## src/rtl/mat_mul_ctrl_if.sv

```systemverilog
// Bus between mat_mul_ctrl and its surroundings: the start/done control pair,
// the operand-read strobe and indices, the Sum_Block handshake and the result
// write port. The controller uses the master modport; the environment uses slave.
interface mat_mul_ctrl_if #(
  parameter int IDX_W = 4
);
  logic               start;
  logic               busy;
  logic               done;
  logic               err_unexp;
  logic               res_ready;
  logic               a_rd_en;
  logic [IDX_W-1:0]   a_row;
  logic [IDX_W-1:0]   b_col;
  logic               sum_we;
  logic               sum_state;
  logic               sum_done;
  logic               res_we;
  logic [2*IDX_W-1:0] res_addr;

  modport master (
    input  start, res_ready, sum_done,
    output busy, done, err_unexp, a_rd_en, a_row, b_col,
           sum_we, sum_state, res_we, res_addr
  );

  modport slave (
    output start, res_ready, sum_done,
    input  busy, done, err_unexp, a_rd_en, a_row, b_col,
           sum_we, sum_state, res_we, res_addr
  );
endinterface

```

## src/rtl/mat_mul_ctrl.sv

```systemverilog
// mat_mul_ctrl: sequencer for an N x N matrix multiply. Walks every C[i][j],
// issues operand reads, delays the issue strobe into the Sum_Block write enable,
// and pairs each returning coefficient with its (i,j) through an address FIFO.
// Optional build macro MAT_CTRL_PERF_EN adds perf_busy / perf_stall counters.
module mat_mul_ctrl #(
  parameter int DIM          = 16,
  parameter int IDX_W        = 4,
  parameter int ISSUE_LAT    = 2,
  parameter int MAX_INFLIGHT = 8
) (
  input  logic              src_clk,
  input  logic              rst_n,
  mat_mul_ctrl_if.master    bus
`ifdef MAT_CTRL_PERF_EN
  ,
  output logic [31:0]       perf_busy,
  output logic [31:0]       perf_stall
`endif
);

  localparam int PTR_W  = $clog2(MAX_INFLIGHT);
  localparam int CNT_W  = PTR_W + 1;
  localparam int ADDR_W = 2 * IDX_W;

  typedef enum logic [1:0] {IDLE, ISSUE, DRAIN, DONE} state_t;

  typedef struct packed {
    logic [IDX_W-1:0] i;
    logic [IDX_W-1:0] j;
  } coord_t;

  state_t           state;
  logic [IDX_W-1:0] row_idx;
  logic [IDX_W-1:0] col_idx;
  logic [CNT_W-1:0] inflight;
  coord_t           fifo_mem [MAX_INFLIGHT];
  logic [PTR_W:0]   wr_ptr;
  logic [PTR_W:0]   rd_ptr;
  logic             err_q;

  logic             issue_ok;
  logic             issue;
  logic             last_issue;
  logic             fifo_empty;
  logic             ret_valid;
  coord_t           head;

  // Issue gating, FIFO status and the head entry of the return path.
  // NOTE: every always_comb output gets a default first so no path leaves it
  // unassigned, which would otherwise infer a latch.
  always_comb begin
    issue_ok   = 1'b0;
    issue      = 1'b0;
    last_issue = 1'b0;
    issue_ok   = bus.res_ready && (inflight < CNT_W'(MAX_INFLIGHT));
    issue      = (state == ISSUE) && issue_ok;
    last_issue = issue && (row_idx == IDX_W'(DIM - 1)) && (col_idx == IDX_W'(DIM - 1));
    fifo_empty = (wr_ptr == rd_ptr);
    ret_valid  = bus.sum_done && !fifo_empty;
    head       = fifo_mem[rd_ptr[PTR_W-1:0]];
  end

  // Job FSM and the (i,j) walk; i advances when j wraps.
  // NOTE: sequential state uses non-blocking assignments so every register
  // samples pre-edge values regardless of block ordering.
  always_ff @(posedge src_clk or negedge rst_n) begin
    if (!rst_n) begin
      state   <= IDLE;
      row_idx <= '0;
      col_idx <= '0;
    end else begin
      case (state)
        IDLE: begin
          if (bus.start) begin
            row_idx <= '0;
            col_idx <= '0;
            state   <= ISSUE;
          end
        end
        ISSUE: begin
          if (issue) begin
            if (col_idx == IDX_W'(DIM - 1)) begin
              col_idx <= '0;
              row_idx <= (row_idx == IDX_W'(DIM - 1)) ? '0 : row_idx + 1'b1;
            end else begin
              col_idx <= col_idx + 1'b1;
            end
            if (last_issue) state <= DRAIN;
          end
        end
        DRAIN:   if (inflight == '0) state <= DONE;
        DONE:    state <= IDLE;
        default: state <= IDLE;
      endcase
    end
  end

  // In-flight count, address FIFO and the sticky unexpected-return flag.
  // NOTE: the FIFO storage is reset along with its pointers; it is only a few
  // entries, and it keeps the head (and so res_addr) deterministic from reset.
  always_ff @(posedge src_clk or negedge rst_n) begin
    if (!rst_n) begin
      inflight <= '0;
      wr_ptr   <= '0;
      rd_ptr   <= '0;
      err_q    <= 1'b0;
      for (int k = 0; k < MAX_INFLIGHT; k++) fifo_mem[k] <= '0;
    end else begin
      case ({issue, ret_valid})
        2'b10:   inflight <= inflight + 1'b1;
        2'b01:   inflight <= inflight - 1'b1;
        default: inflight <= inflight;
      endcase
      if (issue) begin
        fifo_mem[wr_ptr[PTR_W-1:0]] <= '{i: row_idx, j: col_idx};
        wr_ptr <= wr_ptr + 1'b1;
      end
      if (ret_valid) rd_ptr <= rd_ptr + 1'b1;
      if (bus.sum_done && fifo_empty) err_q <= 1'b1;
    end
  end

  // sum_we is the issue strobe delayed to line up with the operand products.
  generate
    if (ISSUE_LAT == 0) begin : g_we_comb
      assign bus.sum_we = issue;
    end else begin : g_we_pipe
      logic [ISSUE_LAT-1:0] we_pipe;
      // Shift the issue strobe through ISSUE_LAT stages.
      always_ff @(posedge src_clk or negedge rst_n) begin
        if (!rst_n) we_pipe <= '0;
        else        we_pipe <= ISSUE_LAT'({we_pipe, issue});
      end
      assign bus.sum_we = we_pipe[ISSUE_LAT-1];
    end
  endgenerate

  assign bus.a_rd_en   = issue;
  assign bus.a_row     = row_idx;
  assign bus.b_col     = col_idx;
  assign bus.busy      = (state == ISSUE) || (state == DRAIN);
  assign bus.sum_state = (state == ISSUE) || (state == DRAIN);
  assign bus.done      = (state == DONE);
  assign bus.res_we    = ret_valid;
  assign bus.res_addr  = ret_valid ? ADDR_W'(head.i) * ADDR_W'(DIM) + ADDR_W'(head.j) : '0;
  assign bus.err_unexp = err_q;

`ifdef MAT_CTRL_PERF_EN
  // Saturating activity counters, cleared when a job is accepted.
  always_ff @(posedge src_clk or negedge rst_n) begin
    if (!rst_n) begin
      perf_busy  <= '0;
      perf_stall <= '0;
    end else if (state == IDLE && bus.start) begin
      perf_busy  <= '0;
      perf_stall <= '0;
    end else begin
      if ((state == ISSUE || state == DRAIN) && perf_busy != '1)
        perf_busy <= perf_busy + 1'b1;
      if (state == ISSUE && !issue_ok && perf_stall != '1)
        perf_stall <= perf_stall + 1'b1;
    end
  end
`endif

endmodule

```

## src/flat_wrapper.sv

```systemverilog
// flat-port wrapper written by rule: the top's interface ports become plain ports
module mat_mul_ctrl_flat 
#(
  parameter int DIM          = 16,
  parameter int IDX_W        = 4,
  parameter int ISSUE_LAT    = 2,
  parameter int MAX_INFLIGHT = 8
)
  (src_clk, rst_n, bus_start, bus_res_ready, bus_sum_done, bus_busy, bus_done, bus_err_unexp, bus_a_rd_en, bus_a_row, bus_b_col, bus_sum_we, bus_sum_state, bus_res_we, bus_res_addr);
  mat_mul_ctrl_if #(.IDX_W(IDX_W)) bus_i ();
  input  logic src_clk;
  input  logic rst_n;
  input wire logic [$bits(bus_i.start)-1:0] bus_start;
  input wire logic [$bits(bus_i.res_ready)-1:0] bus_res_ready;
  input wire logic [$bits(bus_i.sum_done)-1:0] bus_sum_done;
  output wire logic [$bits(bus_i.busy)-1:0] bus_busy;
  output wire logic [$bits(bus_i.done)-1:0] bus_done;
  output wire logic [$bits(bus_i.err_unexp)-1:0] bus_err_unexp;
  output wire logic [$bits(bus_i.a_rd_en)-1:0] bus_a_rd_en;
  output wire logic [$bits(bus_i.a_row)-1:0] bus_a_row;
  output wire logic [$bits(bus_i.b_col)-1:0] bus_b_col;
  output wire logic [$bits(bus_i.sum_we)-1:0] bus_sum_we;
  output wire logic [$bits(bus_i.sum_state)-1:0] bus_sum_state;
  output wire logic [$bits(bus_i.res_we)-1:0] bus_res_we;
  output wire logic [$bits(bus_i.res_addr)-1:0] bus_res_addr;
  assign bus_i.start = bus_start;
  assign bus_i.res_ready = bus_res_ready;
  assign bus_i.sum_done = bus_sum_done;
  assign bus_busy = bus_i.busy;
  assign bus_done = bus_i.done;
  assign bus_err_unexp = bus_i.err_unexp;
  assign bus_a_rd_en = bus_i.a_rd_en;
  assign bus_a_row = bus_i.a_row;
  assign bus_b_col = bus_i.b_col;
  assign bus_sum_we = bus_i.sum_we;
  assign bus_sum_state = bus_i.sum_state;
  assign bus_res_we = bus_i.res_we;
  assign bus_res_addr = bus_i.res_addr;
  mat_mul_ctrl #(.DIM(DIM), .IDX_W(IDX_W), .ISSUE_LAT(ISSUE_LAT), .MAX_INFLIGHT(MAX_INFLIGHT)) u_core (.src_clk(src_clk), .rst_n(rst_n), .bus(bus_i));
endmodule
```

## config.mk

```make
export PLATFORM = sky130hd
export DESIGN_NAME = mat_mul_ctrl_flat
export DESIGN_NICKNAME = d
export VERILOG_FILES = /design/src/rtl/mat_mul_ctrl_if.sv /design/src/rtl/mat_mul_ctrl.sv /design/src/flat_wrapper.sv
export SDC_FILE = /design/constraint.sdc
export NUM_CORES = 1
export LEC_CHECK = 0
export ABC_CLOCK_PERIOD_IN_PS = 3050
export CAP_MARGIN = 20
export CORE_MARGIN = 4
export CORE_UTILIZATION = 30
export DETAILED_ROUTE_END_ITERATION = 6
export PLACE_DENSITY_LB_ADDON = 0.2
export SETUP_SLACK_MARGIN = 0.15
export SYNTH_ARGS = -nofsm -noshare
export SYNTH_HDL_FRONTEND = slang
export SYNTH_SLANG_ARGS = --single-unit
export TNS_END_PERCENT = 10
```

## constraint.sdc

```tcl
create_clock -name src_clk -period 3.05 [get_ports src_clk]
set_input_delay 0.915 -clock src_clk [delete_from_list [all_inputs] [get_ports src_clk]]
set_output_delay 0.915 -clock src_clk [all_outputs]
set_load 0.005 [all_outputs]
```

==> flow_metrics.tcl <==
set metrics [dict create \
    wl_mm 9.46 \
    wl_met3_um 224 \
    power_density_nw_per_um2 1110 \
    gr-total-overflow 0 \
    setup_viol 0 \
    drcViolationCount 0 \
    multi_input_area_um2 2000 \
    grt_first_pass_wirelength_mm 15.7 \
    cp-start-kind "flip-flop" \
    portBuffers 27 \
    post_dp_cell_area_um2 4930 \
    cts_buffers 9 \
    synthesis.nets 336 \
    p_leak_nw 2.37 \
    nets 389 \
    die_y_um 128 \
    synth-seq-cells 89 \
    yosysSeqAreaShare_pct 51.2 \
    die_x_um 128 \
    wl_met2_mm 4.39 \
    vdd_drop_max_mv 0.364 \
    yosys_warnings 0 \
    fp.dieArea_um2 16500 \
    slew_headroom_pct 54.0 \
    dp_hpwl_mm 6.27 \
    worstSetupPathType "flip-flop to primary output" \
    cp_max_fo 8 \
    met1_length_mm 4.66 \
    insertion_delay_ns 0.34 \
    fin_util_pct 38.3 \
    critPathArrivalTime_ns 2.01 \
    dp_cells 529 \
    clockBufferDepth 2 \
    seq_area_um2 2230 \
    final_cells 558 \
    maxCapViolCount 0 \
    cpMaxStageDelayCell "mux4_2" \
    cts_root_buf "clkbuf_16" \
    gr-usage-all-layers_pct 12.5 \
    htree_levels 3 \
    drive_gt1_share_pct 39.9 \
    antenna_cells 0 \
    antenna_found_initial 0 \
    synth-edff-count 0 \
    std_cell_rows 43 \
    synthFlopType "dfrtp_1" \
    vias_per_cell 4.77 \
    finClkSkew_ns 0.0101 \
    cts_tree "built" \
    ys_types 42 \
    postCtsHoldBufs 0 \
    synthesis.area_um2 4350 \
    rsz0062_at_grt "yes" \
    critPathCaptureType "primary output" \
    cts.clk_slew.worst_paths_ns 0.06 \
    cp.buffers_inverters 5 \
    cpPeakStageDelay_ns 0.45 \
    required_ns 2.13 \
    synthCells 320 \
    status "finished clean" \
    post_drt_wl_per_cell_um 17.0 \
    synthToLayoutAreaGrowth_pct 23.7 \
    post-route-cell-area_um2 5380 \
    crit_top_cell "buf_6" \
    cp_cell_sequence "buf_6 -> buf_12 -> buf_6 -> buf_16 -> mux4_2 -> mux2i_1 -> nor2_1 -> buf_2" \
    topRoutingLayerUsed "met4" \
    grt_pass1_vias 2810 \
    core_um2 14000 \
    postRouteAntennaNets 0 \
    min_period_ns 2.93 \
    timing.final.hold_violations 0 \
    nFillCells 1350 \
    grt_start_max_net_pins 52 \
    numClockSinks 89 \
    start_util_pct 31.0 \
    drt_iter0_drc 143 \
    num_io_pins 28 \
    async_flop_share_pct 100 \
    dr.pass1.iters 4 \
    hold_slack_ns 0.347 \
    holdCritPathClass "flip-flop to flip-flop" \
    worst_pin_slew_ns 0.689 \
    post-route-period-util_pct 95.9 \
    cp_top_family "buffers and inverters" \
    place_congestion 0.688 \
    syn_area_per_cell_um2 13.6 \
    final_max_slew_viol_count 0 \
    vias 2662 \
    fmax_ghz 0.342 \
]
worst reg2reg max path: cells and delay by family (launching register included):
family          cells  cell delay [ns]
compound gates      3             0.69
xor+xnor            2             0.38
fa+ha+maj           1             0.21
buf+inv             4             0.53
flops               1             0.39
simple gates        1             0.30
power breakdown:
| part | total (W) | internal [W] | switching (W) |
|---|---|---|---|
| clock | 0.00102 | 0.000575 | 0.000444 |
| combinational | 0.00279 | 0.00162 | 0.00118 |
| sequential | 0.00215 | 0.00172 | 0.000425 |
cells by family (layout without fill, tap and decap cells):
| kind of cell | after synthesis | count (layout) | synth area share [%] |
|---|---|---|---|
| adder cells (fa/ha/maj) | 11 | 11 | 3.16 |
| AND/OR/NAND/NOR | 58 | 58 | 7.74 |
| flip-flops | 89 | 89 | 51.2 |
| multiplexers | 92 | 92 | 27.6 |
| buffers and inverters | 30 | 88 | 3.16 |
| AO/OA/AOI/OAI | 25 | 25 | 4.11 |
| XOR/XNOR | 15 | 15 | 3.02 |
state kept, by name (all words and copies together) (netlist names):
| register | flops |
|---|---|
| u_core.fifo_mem | 64 |
| u_core.bus.a_row | 4 |
| u_core.bus.b_col | 4 |
| u_core.inflight | 4 |
| u_core.rd_ptr | 4 |
| u_core.wr_ptr | 4 |
| u_core.g_we_pipe.we_pipe | 2 |
| u_core.state | 2 |
| u_core.bus.err_unexp | 1 |
cells in the mapped netlist (all sizes together) (8+ instances only):
cell	count	area, um^2
buf	11	66.3
clkbuf	9	33.8
dfrtp	89	2230
ha	11	138
inv	10	37.5
mux2	64	721
mux2i	12	120
mux4	16	360
nand2	17	71.3
nand3	8	40.0
nor2	15	58.8
o21ai	8	40.0
xor2	11	96.3
repair_timing:
item	CTS	global route
gates cloned	3	0
pin swaps	4	4
resized for setup	31	9
buffers inserted	10	0
setup endpoints to repair	12	8
placed cells by master, fill, tap and decap left out, drive strengths merged, types with 3 or more instances in the layout:
| master | Yosys | final |
|---|---|---|
| dfrtp | 89 | 89 |
| mux2 | 64 | 64 |
| buf | 11 | 38 |
| nand2 | 17 | 17 |
| mux4 | 16 | 16 |
| clkbuf | 9 | 16 |
| clkdlybuf4s50 | 0 | 15 |
| nor2 | 15 | 15 |
| mux2i | 12 | 12 |
| ha | 11 | 11 |
| xor2 | 11 | 11 |
| inv | 10 | 10 |
| nand3 | 8 | 8 |
| o21ai | 8 | 8 |
| a21oi | 5 | 5 |
| xnor2 | 4 | 4 |
| nand4 | 3 | 3 |
| nand3b | 3 | 3 |
| o41ai | 3 | 3 |
final cells by class:
class | count | area share (%)
Inverter | 10 | 0.697
Tap cell | 180 | 4.18
Clock inverter | 4 | 0.535
Multi-Input combinational cell | 201 | 37.1
Sequential cell | 89 | 41.4
Timing Repair Buffer | 62 | 11.5
Clock buffer | 12 | 4.58
metal layers:
layer  track usage (%)  up-vias
li1                  -     1267
met1              17.1     1350
met2              19.6       32
met3              2.41       13
met4              5.24        0
met5                 0        -
through the flow:
stage	total power, W	setup WS [ns]	setup TNS, ns
2_1_floorplan	0.00385	0.430	0
3_3_place_gp	0.00471	-0.209	-1.47
3_5_place_dp	0.00477	-0.208	-1.76
4_1_cts	0.00607	0.00733	0
5_1_grt	0.00642	0.0253	0
6_report	0.00596	0.124	0
path summary, 6_finish.rpt:
| check | start | end | slack [ns] | cells after the start |
|---|---|---|---|---|
| setup / recovery | u_core.rd_ptr[0]$_DFFE_PN0P_ | bus_res_addr[4] | 0.12 | 8 |
| hold / removal | u_core.g_we_pipe.we_pipe[0]$_DFF_PN0_ | u_core.g_we_pipe.we_pipe[1]$_DFF_PN0_ | 0.35 | 0 |
| setup reg to reg | u_core.wr_ptr[2]$_DFFE_PN0P_ | u_core.inflight[3]$_DFFE_PN0P_ | 0.47 | 11 |
| hold reg to reg | u_core.g_we_pipe.we_pipe[0]$_DFF_PN0_ | u_core.g_we_pipe.we_pipe[1]$_DFF_PN0_ | 0.35 | 0 |
| max in group asynchronous | rst_n | u_core.fifo_mem[46]$_DFFE_PN0P_ | 1.78 | 2 |
| min in group asynchronous | rst_n | u_core.wr_ptr[3]$_DFFE_PN0P_ | 0.62 | 1 |
No activity file was read; power rests on OpenSTA's default activity.
